**config.mk**
```make
export PLATFORM = sky130hd
export DESIGN_NAME = aes_uart_sequencer
export DESIGN_NICKNAME = d
export VERILOG_FILES = /design/src/rtl/aes_uart_sequencer.sv
export SDC_FILE = /design/constraint.sdc
export NUM_CORES = 1
export LEC_CHECK = 0
export CAP_MARGIN = 0
export CORE_AREA = 3 3 259 261
export DETAILED_ROUTE_END_ITERATION = 10
export DIE_AREA = 0 0 262 264
export GPL_TIMING_DRIVEN = 0
export SLEW_MARGIN = 30
export SYNTH_ARGS = -nofsm -noshare
export SYNTH_HDL_FRONTEND = slang
export SYNTH_SLANG_ARGS = --single-unit
```
**constraint.sdc**
```tcl
create_clock -name clk -period 3.8 [get_ports clk]
set_input_delay 0.76 -clock clk [delete_from_list [all_inputs] [get_ports clk]]
set_output_delay 0.76 -clock clk [all_outputs]
set_load 0.02 [all_outputs]
```
**src/rtl/aes_uart_sequencer.sv**
```systemverilog
`default_nettype none
// ============================================================================
// Module      : aes_uart_sequencer
// Description : Sequencer between the UART receive FIFO, an AES core and the
//               UART transmit path. The first block after reset or rekey
//               becomes the key. Each later block is encrypted, and the result
//               is forwarded to the transmitter. Includes a completion
//               watchdog and a processed-block counter.
// Revision    : 1.0 - initial release
// ============================================================================
module aes_uart_sequencer #(
   parameter int TIMEOUT_CYCLES = 1024,
   parameter int CNT_W          = 16
) (
   input  logic             clk,
   input  logic             reset,
   input  logic             rx_empty,
   input  logic [127:0]     rx_data,
   output logic             rx_read,
   output logic [127:0]     aes_key,
   output logic [127:0]     aes_block,
   output logic             aes_start,
   input  logic             aes_done,
   input  logic [127:0]     aes_result,
   input  logic             tx_full,
   output logic             tx_write,
   output logic [127:0]     tx_data,
   input  logic             rekey,
   output logic             key_valid,
   output logic             timeout_err,
   output logic [CNT_W-1:0] blk_count
);

   // The watchdog counter gets one spare bit, so the terminal value always fits.
   localparam int              WD_W    = $clog2(TIMEOUT_CYCLES) + 1;
   localparam logic [WD_W-1:0] WD_LAST = WD_W'(TIMEOUT_CYCLES - 1);

   typedef enum logic [2:0] {
      ST_IDLE    = 3'd0,
      ST_RD_REQ  = 3'd1,
      ST_RD_CAP  = 3'd2,
      ST_LAUNCH  = 3'd3,
      ST_BUSY    = 3'd4,
      ST_TX_WAIT = 3'd5
   } state_t;

   state_t          state;
   state_t          state_next;
   logic            rekey_pending;
   logic [WD_W-1:0] wd_count;

   // Datapath enables. They are decoded together with the next state,
   // so that each register update matches its state transition.
   logic            load_key;
   logic            load_block;
   logic            load_result;
   logic            fire_timeout;
   logic            count_tx;

   // State register; an asynchronous reset abandons any block in flight.
   always_ff @(posedge clk or negedge reset) begin
      if (!reset) begin
         state <= ST_IDLE;
      end else begin
         state <= state_next;
      end
   end

   // Next-state decode and one-cycle strobes. At most one block is in flight.
   always_comb begin
      state_next   = state;
      rx_read      = 1'b0;
      aes_start    = 1'b0;
      tx_write     = 1'b0;
      load_key     = 1'b0;
      load_block   = 1'b0;
      load_result  = 1'b0;
      fire_timeout = 1'b0;
      count_tx     = 1'b0;
      case (state)
         ST_IDLE: begin
            if (!rx_empty) begin
               state_next = ST_RD_REQ;
            end
         end
         ST_RD_REQ: begin
            rx_read    = 1'b1;
            state_next = ST_RD_CAP;
         end
         ST_RD_CAP: begin
            // A block that arrives with no key, or after a rekey, is key material.
            if (!key_valid || rekey_pending) begin
               load_key   = 1'b1;
               state_next = ST_IDLE;
            end else begin
               load_block = 1'b1;
               state_next = ST_LAUNCH;
            end
         end
         ST_LAUNCH: begin
            aes_start  = 1'b1;
            state_next = ST_BUSY;
         end
         ST_BUSY: begin
            // A completion in the same cycle as the watchdog limit still wins.
            if (aes_done) begin
               load_result = 1'b1;
               state_next  = ST_TX_WAIT;
            end else if (wd_count == WD_LAST) begin
               fire_timeout = 1'b1;
               state_next   = ST_IDLE;
            end
         end
         ST_TX_WAIT: begin
            if (!tx_full) begin
               tx_write   = 1'b1;
               count_tx   = 1'b1;
               state_next = ST_IDLE;
            end
         end
         default: begin
            state_next = ST_IDLE;
         end
      endcase
   end

   // Rekey request flag. A new request wins over a clear in the same cycle,
   // so a late rekey is never lost.
   always_ff @(posedge clk or negedge reset) begin
      if (!reset) begin
         rekey_pending <= 1'b0;
      end else if (rekey) begin
         rekey_pending <= 1'b1;
      end else if (load_key) begin
         rekey_pending <= 1'b0;
      end
   end

   // Key register and key-valid flag.
   always_ff @(posedge clk or negedge reset) begin
      if (!reset) begin
         aes_key   <= '0;
         key_valid <= 1'b0;
      end else if (load_key) begin
         aes_key   <= rx_data;
         key_valid <= 1'b1;
      end
   end

   // Plaintext register. It is only written in RD_CAP, so it is stable while
   // the core runs.
   always_ff @(posedge clk or negedge reset) begin
      if (!reset) begin
         aes_block <= '0;
      end else if (load_block) begin
         aes_block <= rx_data;
      end
   end

   // Watchdog counter. It is cleared at launch and counts each BUSY cycle.
   always_ff @(posedge clk or negedge reset) begin
      if (!reset) begin
         wd_count <= '0;
      end else if (state == ST_LAUNCH) begin
         wd_count <= '0;
      end else if (state == ST_BUSY) begin
         wd_count <= wd_count + WD_W'(1);
      end
   end

   // Sticky timeout flag.
   always_ff @(posedge clk or negedge reset) begin
      if (!reset) begin
         timeout_err <= 1'b0;
      end else if (fire_timeout) begin
         timeout_err <= 1'b1;
      end
   end

   // Result register. It holds its value while the transmitter stalls.
   always_ff @(posedge clk or negedge reset) begin
      if (!reset) begin
         tx_data <= '0;
      end else if (load_result) begin
         tx_data <= aes_result;
      end
   end

   // Count of blocks handed to the transmitter. It wraps naturally.
   always_ff @(posedge clk or negedge reset) begin
      if (!reset) begin
         blk_count <= '0;
      end else if (count_tx) begin
         blk_count <= blk_count + CNT_W'(1);
      end
   end

endmodule
`default_nettype wire

```
# Yosys cells after proc, flatten, opt, wreduce, memory -nomap -nowiden

Cells that the tools add are included.

Word-level logic and storage cells: 49
Output and inout port bits: 405
Bits in registers: 417
Bits of input ports: 262

Equality and inequality tests: 9
Add/sub/neg operators: 2
Mux-type cells: 23
Reductions and logical operators: 6

Operator list:

| operator                | count |
|---|---|
| $mux W11                | 2 |
| $pmux W3 S6             | 1 |
| $add A16 B1 Y16 const B | 1 |
| $mux W1                 | 15 |
| $mux W3                 | 4 |
| $add A11 B1 Y11 const B | 1 |
| $eq A11 B10 Y1 const B  | 1 |
| $eq A3 B2 Y1 const B    | 2 |
| $eq A3 B3 Y1 const B    | 2 |
| $ne A2 B2 Y1 const B    | 2 |
| $reduce_bool A2 Y1      | 2 |
| $eq A3 B1 Y1 const B    | 1 |
| $logic_not A3 Y1        | 1 |
| $ne A3 B3 Y1 const B    | 1 |
| $reduce_and A3 Y1       | 1 |
| $mux W2                 | 1 |
| $logic_not A1 Y1        | 1 |
| $logic_or A1 B1 Y1      | 1 |

# Depth between registers and ports, before layout

Gate-level depths: netlist of the first run.

Depth after elaboration: 6
Gate-level depth with buffers: 7
Depth with buffers taken out: 5

# Worst setup path before layout of the first run

OpenSTA, ideal clock, no wires.

Path kind: register to output
Start: register state[2]
End: output port aes_start
Arrival time: 1.210 ns
Setup slack: 1.830 ns
Cell stages (with the launch flop): 5
Required time: 3.040 ns
Path buffers: 2
Path through: dfrtp_1 buf_2 or2_2 clkbuf_1 inv_1

Cells in the longest elaborated chain, start to end: 2

Ends and longest elaborated chain:

| element                | RTL line | text |
|---|---|---|
| start, declared        | 47       | `state_t state;` |
| start signal, assigned | 65       | `state <= state_next;` |
| $eq A3 B2 Y1           | 80       | `case (state)` |
| $mux W1                | 80       |  |
| end, declared          | 22       | `output logic aes_start,` |

No other way between the ends.

# Final worst setup path of the first run

Same ends and word-level chain as after synthesis.

==> impl_metrics.tcl, run 1 <==
set metrics [dict create \
    initial_utilization 0.246 \
    place_worst_setup_slack_ns 0.646 \
    vdd_ir_drop_max_uv 552 \
    numPortBuffers 666 \
    fmaxAchievable_ghz 0.305 \
    cp_cell_sequence "buf_2 -> or2_2 -> clkbuf_1 -> inv_1 -> clkdlybuf4s50_1" \
    placement_rows 93 \
    setup_viol 0 \
    crit_path_max_fo 10 \
    die_height_um 264 \
    maxcap_violations 0 \
    worst_r2r_startpoint "state[1]" \
    p_leak_nw 10.5 \
    synth-warning-count 0 \
    critical_path_arrival_ns 2.52 \
    ctsRootBufferMaster "clkbuf_16" \
    ys.flop_type "dfrtp_1" \
    period_minus_slack_ns 3.28 \
    criticalPathCategory "flop to primary output" \
    crit_start "state[2]" \
    cts-buffers-inserted 49 \
    syn_inst 962 \
    timing.clock.skew_ns 0.0162 \
    syn-num-nets 1226 \
    slew_headroom 0.645 \
    tritoncts "yes" \
    fp.coreArea_um2 64700 \
    synth_cell_type_count 41 \
    max_stage_delay_cell_worst_path "clkdlybuf4s50_1" \
    reg_clk_slew_reported_paths_ns 0.06 \
    mappedNetlistArea_um2 15900 \
    final_core_utilization 0.392 \
    global_route.usage.total 0.144 \
    first_pass_grt_wire_length_um 76000 \
    drc 0 \
    critical_path.endpoint_type "primary output" \
    synth.ff_latch_count 417 \
    cts.repair.resized 0 \
    antenna_found_initial 2 \
    worst_slack_ns 0.525 \
    avgViaCountPerCell 4.22 \
    hold_violation_count_in_the_final_report 0 \
    cts.hold.buffers_added 0 \
    setup.worst_path.start_class "flop" \
    grt_max_degree 89 \
    rr_worst_depth 6 \
    vias 10800 \
    drt-initial-drc-count 316 \
    worst_ep_required_time_ns 3.04 \
    power_total_mw 23.3 \
    endpoint_of_the_most_critical_setup_path "aes_start" \
    cts_buffer_depth 3 \
    tightest_slew_ns 0.532 \
    reg2reg_to "aes_key[17]" \
    global_route.overflow_total 0 \
    dp.final_hpwl_um 40100 \
    globalplace.congestion 0.813 \
    pwr_density_cell_nw_per_um2 919 \
    wl_per_cell_um 20.3 \
    synth_enable_flop_cells 0 \
    horizontal_die_dimension_um 262 \
    status "completed" \
    async_reset_ff_frac 1.00 \
    grt_setup_unrepaired "no" \
    share_of_cells_above_drive_strength_1 0.303 \
    layout_worst_path_cycle_share 0.862 \
    via_count_of_the_first_global_routing_pass 11900 \
    remaining_number_of_nets_flagged_by_the_antenna_check_after_routing 0 \
    synthesis.area_per_instance_um2 16.5 \
    drt_pre_antenna_iters 6 \
    ys_seq_area_frac 0.657 \
    post_cts_buffers 0 \
    boundaryPins 667 \
    critical_path_cell_count 5 \
    cts.sinks 417 \
    drv_slew 0 \
    min-delay-path-class "input port to asynchronous set/reset pin" \
    cts-htree-levels 2 \
    fin_cells 2572 \
    areaGrowthSynthToFinish_pct 59.5 \
    numPlacedInstances 2488 \
    wl_um 52100 \
    nNetsFinal 1948 \
    crit_buf_inv 4 \
    dieArea_um2 69200 \
    slowest_delay_ns 0.66 \
    clkLatencyLatePin_ns 0.57 \
    timing.critical_path.max_delay_family "buffers and inverters" \
    reg2reg_slack_ns 1.60 \
]
[worst min path at each step]
stage             startpoint  slack, ns       endpoint  cells after the start
2_1_floorplan   wd_count[10]       0.45   wd_count[10]                      1
3_3_place_gp   blk_count[15]       0.46  blk_count[15]                      1
3_5_place_dp   blk_count[15]       0.46  blk_count[15]                      1
4_1_cts                reset       0.07   aes_key[122]                      1
5_1_grt                reset       0.08   aes_key[122]                      1
6_report               reset       0.09   aes_key[122]                      1
[power breakdown]
group	switching, mW	total (mW)	internal, mW	leakage (nW)
Clock	1.87	4.64	2.76	0.779
Combinational	5.22	11.0	5.77	4.72
Sequential	1.10	7.68	6.58	4.97
[state kept, by name, summed over array words and instances, names as in the netlist]
signal,cells
aes_block,128
key_valid,1
aes_key,128
rekey_pending,1
timeout_err,1
state,3
wd_count,11
tx_data,128
blk_count,16
[per-stage QoR]
stage               TNS (ns)  hold slack [ns]  instance area [um2]
finish                     0           0.0924                25300
global route               0           0.0826                25300
CTS                        0           0.0698                25300
detailed placement         0            0.463                23800
global placement    -6785.91            0.465                23600
floorplan                  0            0.447                15900
[worst reg2reg max path, cell delays in order, from the launching register on]
cell	delay [ns]
dfrtp_1	0.37
buf_4	0.17
nor3b_4	0.16
nand2_1	0.15
buf_2	0.36
buf_2	0.47
mux2_2	0.40
[cell type report]
class | instances | area (um2)
diodes | 2 | 5.00
plain buffers | 48 | 384
clock buffers | 67 | 1390
clock inverters | 15 | 183
fillers | 6122 | 39300
inverters | 5 | 18.8
multi-input cells | 492 | 5050
flip-flops and latches | 417 | 10400
well taps | 855 | 1070
repair buffers | 671 | 6810
[metal layers]
metal	share of wire	vias up	track usage	wire length, um
li1	-	4869	-	-
met1	0.36	5511	0.153	18800
met2	0.54	394	0.272	27900
met3	0.082	65	0.0452	4250
met4	0.022	2	0.0376	1130
met5	0.00021	-	0	11
[cells by family (layout without fill, tap and decap cells)]
family | after synthesis | in the layout | synth area share
compound gates | 30 | 30 | 0.0128
xor+xnor | 15 | 15 | 0.00827
fa+ha+maj | 2 | 2 | 0.00157
buf+inv | 53 | 806 | 0.0254
flops | 417 | 417 | 0.657
mux | 385 | 385 | 0.273
other cells | 0 | 2 | 0
simple gates | 60 | 60 | 0.0223
[cell usage in the layout (no fill, tap or decap), types with 6 or more instances in the layout]
cell,Yosys,final
clkbuf_16,0,49
clkbuf_1,1,9
clkbuf_8,0,10
buf_6,20,20
nand3_1,7,7
clkdlybuf4s50_1,0,665
buf_4,8,8
dfrtp_1,417,417
a21oi_1,8,8
xnor2_1,10,10
nor2_1,9,9
nand2_1,15,15
buf_2,19,19
mux2_2,385,385
nand4_1,7,7
clkinv_2,0,6
[synthesized netlist by cell type (2+ instances only)]
library cell,n,area share
o31ai_1,4,0.0019
nor3_1,2,0.00063
nor2_1,9,0.0021
o21bai_1,2,0.00094
or2_2,2,0.00079
dfrtp_1,417,0.66
inv_1,5,0.0012
o21ai_0,3,0.00094
nand4_1,7,0.0028
xnor2_1,10,0.0055
and3_1,4,0.0016
mux2_2,385,0.27
nor3b_4,2,0.0024
buf_4,8,0.0038
a21oi_1,8,0.0025
xor2_1,5,0.0028
buf_6,20,0.014
o211ai_1,4,0.0019
nand2b_1,3,0.0012
nand3_1,7,0.0022
and2_1,2,0.00079
nand2_1,15,0.0035
buf_2,19,0.0060
ha_1,2,0.0016
Power figures use the tool's default switching activity.
==> run 2: changes to the inputs <==
==> constraint.sdc (replaced) <==
create_clock -name clk -period 2.6 [get_ports clk]
set_input_delay 0.52 -clock clk [delete_from_list [all_inputs] [get_ports clk]]
set_output_delay 0.52 -clock clk [all_outputs]
set_load 0.02 [all_outputs]
==> impl_metrics.tcl, run 2 (synthesized netlist as in run 1, its figures left out) <==
set metrics [dict create \
    global_route.usage.total 0.144 \
    vdd_ir_drop_max_uv 807 \
    cts_buffer_depth 3 \
    numPortBuffers 666 \
    fmaxAchievable_ghz 0.402 \
    rr_worst_depth 6 \
    crit_buf_inv 4 \
    critical_path_cell_count 5 \
    slew_headroom 0.648 \
    cts-buffers-inserted 49 \
    reg_clk_slew_reported_paths_ns 0.06 \
    max_stage_delay_cell_worst_path "dfrtp_2" \
    drc 0 \
    drt_pre_antenna_iters 6 \
    critical_path.endpoint_type "primary output" \
    crit_path_frequent_cell "buf_2" \
    wl_um 52100 \
    worst_r2r_startpoint "state[1]" \
    avgViaCountPerCell 4.22 \
    setup.worst_path.start_class "flop" \
    tritoncts "yes" \
    p_leak_nw 10.5 \
    cts.sinks 417 \
    largest_registers "aes_block x128, aes_key x128, tx_data x128" \
    status "completed" \
    most-common-layout-cells "clkdlybuf4s50_1 (662), dfrtp_1 (416), mux2_2 (385)" \
    vias 10800 \
    drv_slew 0 \
    die_height_um 264 \
    placement_rows 93 \
    critical_path_arrival_ns 1.97 \
    post_cts_buffers 0 \
    final_core_utilization 0.392 \
    globalplace.congestion 0.813 \
    layout_commonest_cell "clkdlybuf4s50_1" \
    drt-initial-drc-count 312 \
    maxcap_violations 0 \
    fp.coreArea_um2 64700 \
    ctsRootBufferMaster "clkbuf_16" \
    setup_viol 0 \
    power_total_mw 34.1 \
    criticalPathCategory "flop to primary output" \
    dieArea_um2 69200 \
    boundaryPins 667 \
    grt_setup_unrepaired "no" \
    cts-htree-levels 2 \
    pwr_density_cell_nw_per_um2 1340 \
    timing.clock.skew_ns 0.0165 \
    global_route.overflow_total 0 \
    first_pass_grt_wire_length_um 76000 \
    min-delay-path-class "input port to asynchronous set/reset pin" \
    horizontal_die_dimension_um 262 \
    worst_ep_required_time_ns 2.08 \
    cp_cell_sequence "buf_2 -> or2_2 -> clkbuf_2 -> inv_1 -> buf_2" \
    nNetsFinal 1949 \
    initial_utilization 0.246 \
    via_count_of_the_first_global_routing_pass 11900 \
    remaining_number_of_nets_flagged_by_the_antenna_check_after_routing 0 \
    grt_max_degree 89 \
    timing.critical_path.max_delay_family "buffers and inverters" \
    tightest_slew_ns 0.528 \
    areaGrowthSynthToFinish_pct 59.6 \
    crit_path_max_fo 10 \
    clkLatencyLatePin_ns 0.57 \
    slowest_delay_ns 0.45 \
    period_minus_slack_ns 2.49 \
    share_of_cells_above_drive_strength_1 0.305 \
    layout_worst_path_cycle_share 0.956 \
    wl_per_cell_um 20.2 \
    dp.final_hpwl_um 40100 \
    reg2reg_to "aes_key[17]" \
    hold_violation_count_in_the_final_report 0 \
    antenna_found_initial 2 \
    reg2reg_slack_ns 0.40 \
]
==> run 2: metal layers <==
metal / part of all wire / vias to the layer above / track usage
li1: - / 4877 / -
met1: 0.36 / 5518 / 0.153
met2: 0.54 / 384 / 0.272
met3: 0.081 / 65 / 0.0452
met4: 0.022 / 2 / 0.0376
met5: 0.00021 / - / 0
==> run 2: metrics by stage <==
stage	cells	cell area [um2]	setup WS, ns	hold slack (ns)	TNS, ns
3_3_place_gp	2483	23600	-17.32	0.465	-7186.30
5_1_grt	2572	25400	0.00246	0.452	0
2_1_floorplan	962	15900	0.870	0.224	0
4_1_cts	2571	25300	0.0609	0.431	0
3_5_place_dp	2488	23800	-0.0737	0.463	-0.0737
6_report	2573	25400	0.113	0.452	0
==> run 2: final cells by class <==
type                            instances  area [um2]
Buffer                                 48         385
Multi-Input combinational cell        492        5050
Inverter                                5        18.8
Antenna cell                            2        5.00
Fill cell                            6123       39300
Clock inverter                         15         183
Clock buffer                           67        1390
Tap cell                              855        1070
Timing Repair Buffer                  672        6810
Sequential cell                       417       10400
==> run 2: timing repair <==
| item | CTS | global route |
|---|---|---|
| hold endpoints to repair | 56 | 0 |
| hold buffers | 1 | 0 |
| gates resized for setup | 9 | 1 |
| setup endpoints to repair | 3 | 1 |
==> run 2: power breakdown <==
group / internal (mW) / switching, mW
clock: 4.04 / 2.74
sequential: 9.62 / 1.60
combinational: 8.43 / 7.64
==> run 2: worst max-delay path by stage <==
| stage | startpoint | end |
|---|---|---|
| 6_report | state[2] | aes_start |
| 5_1_grt | state[2] | aes_start |
| 4_1_cts | state[2] | aes_start |
| 3_5_place_dp | tx_full | tx_write |
| 3_3_place_gp | reset | aes_block[65] |
| 2_1_floorplan | state[2] | aes_start |
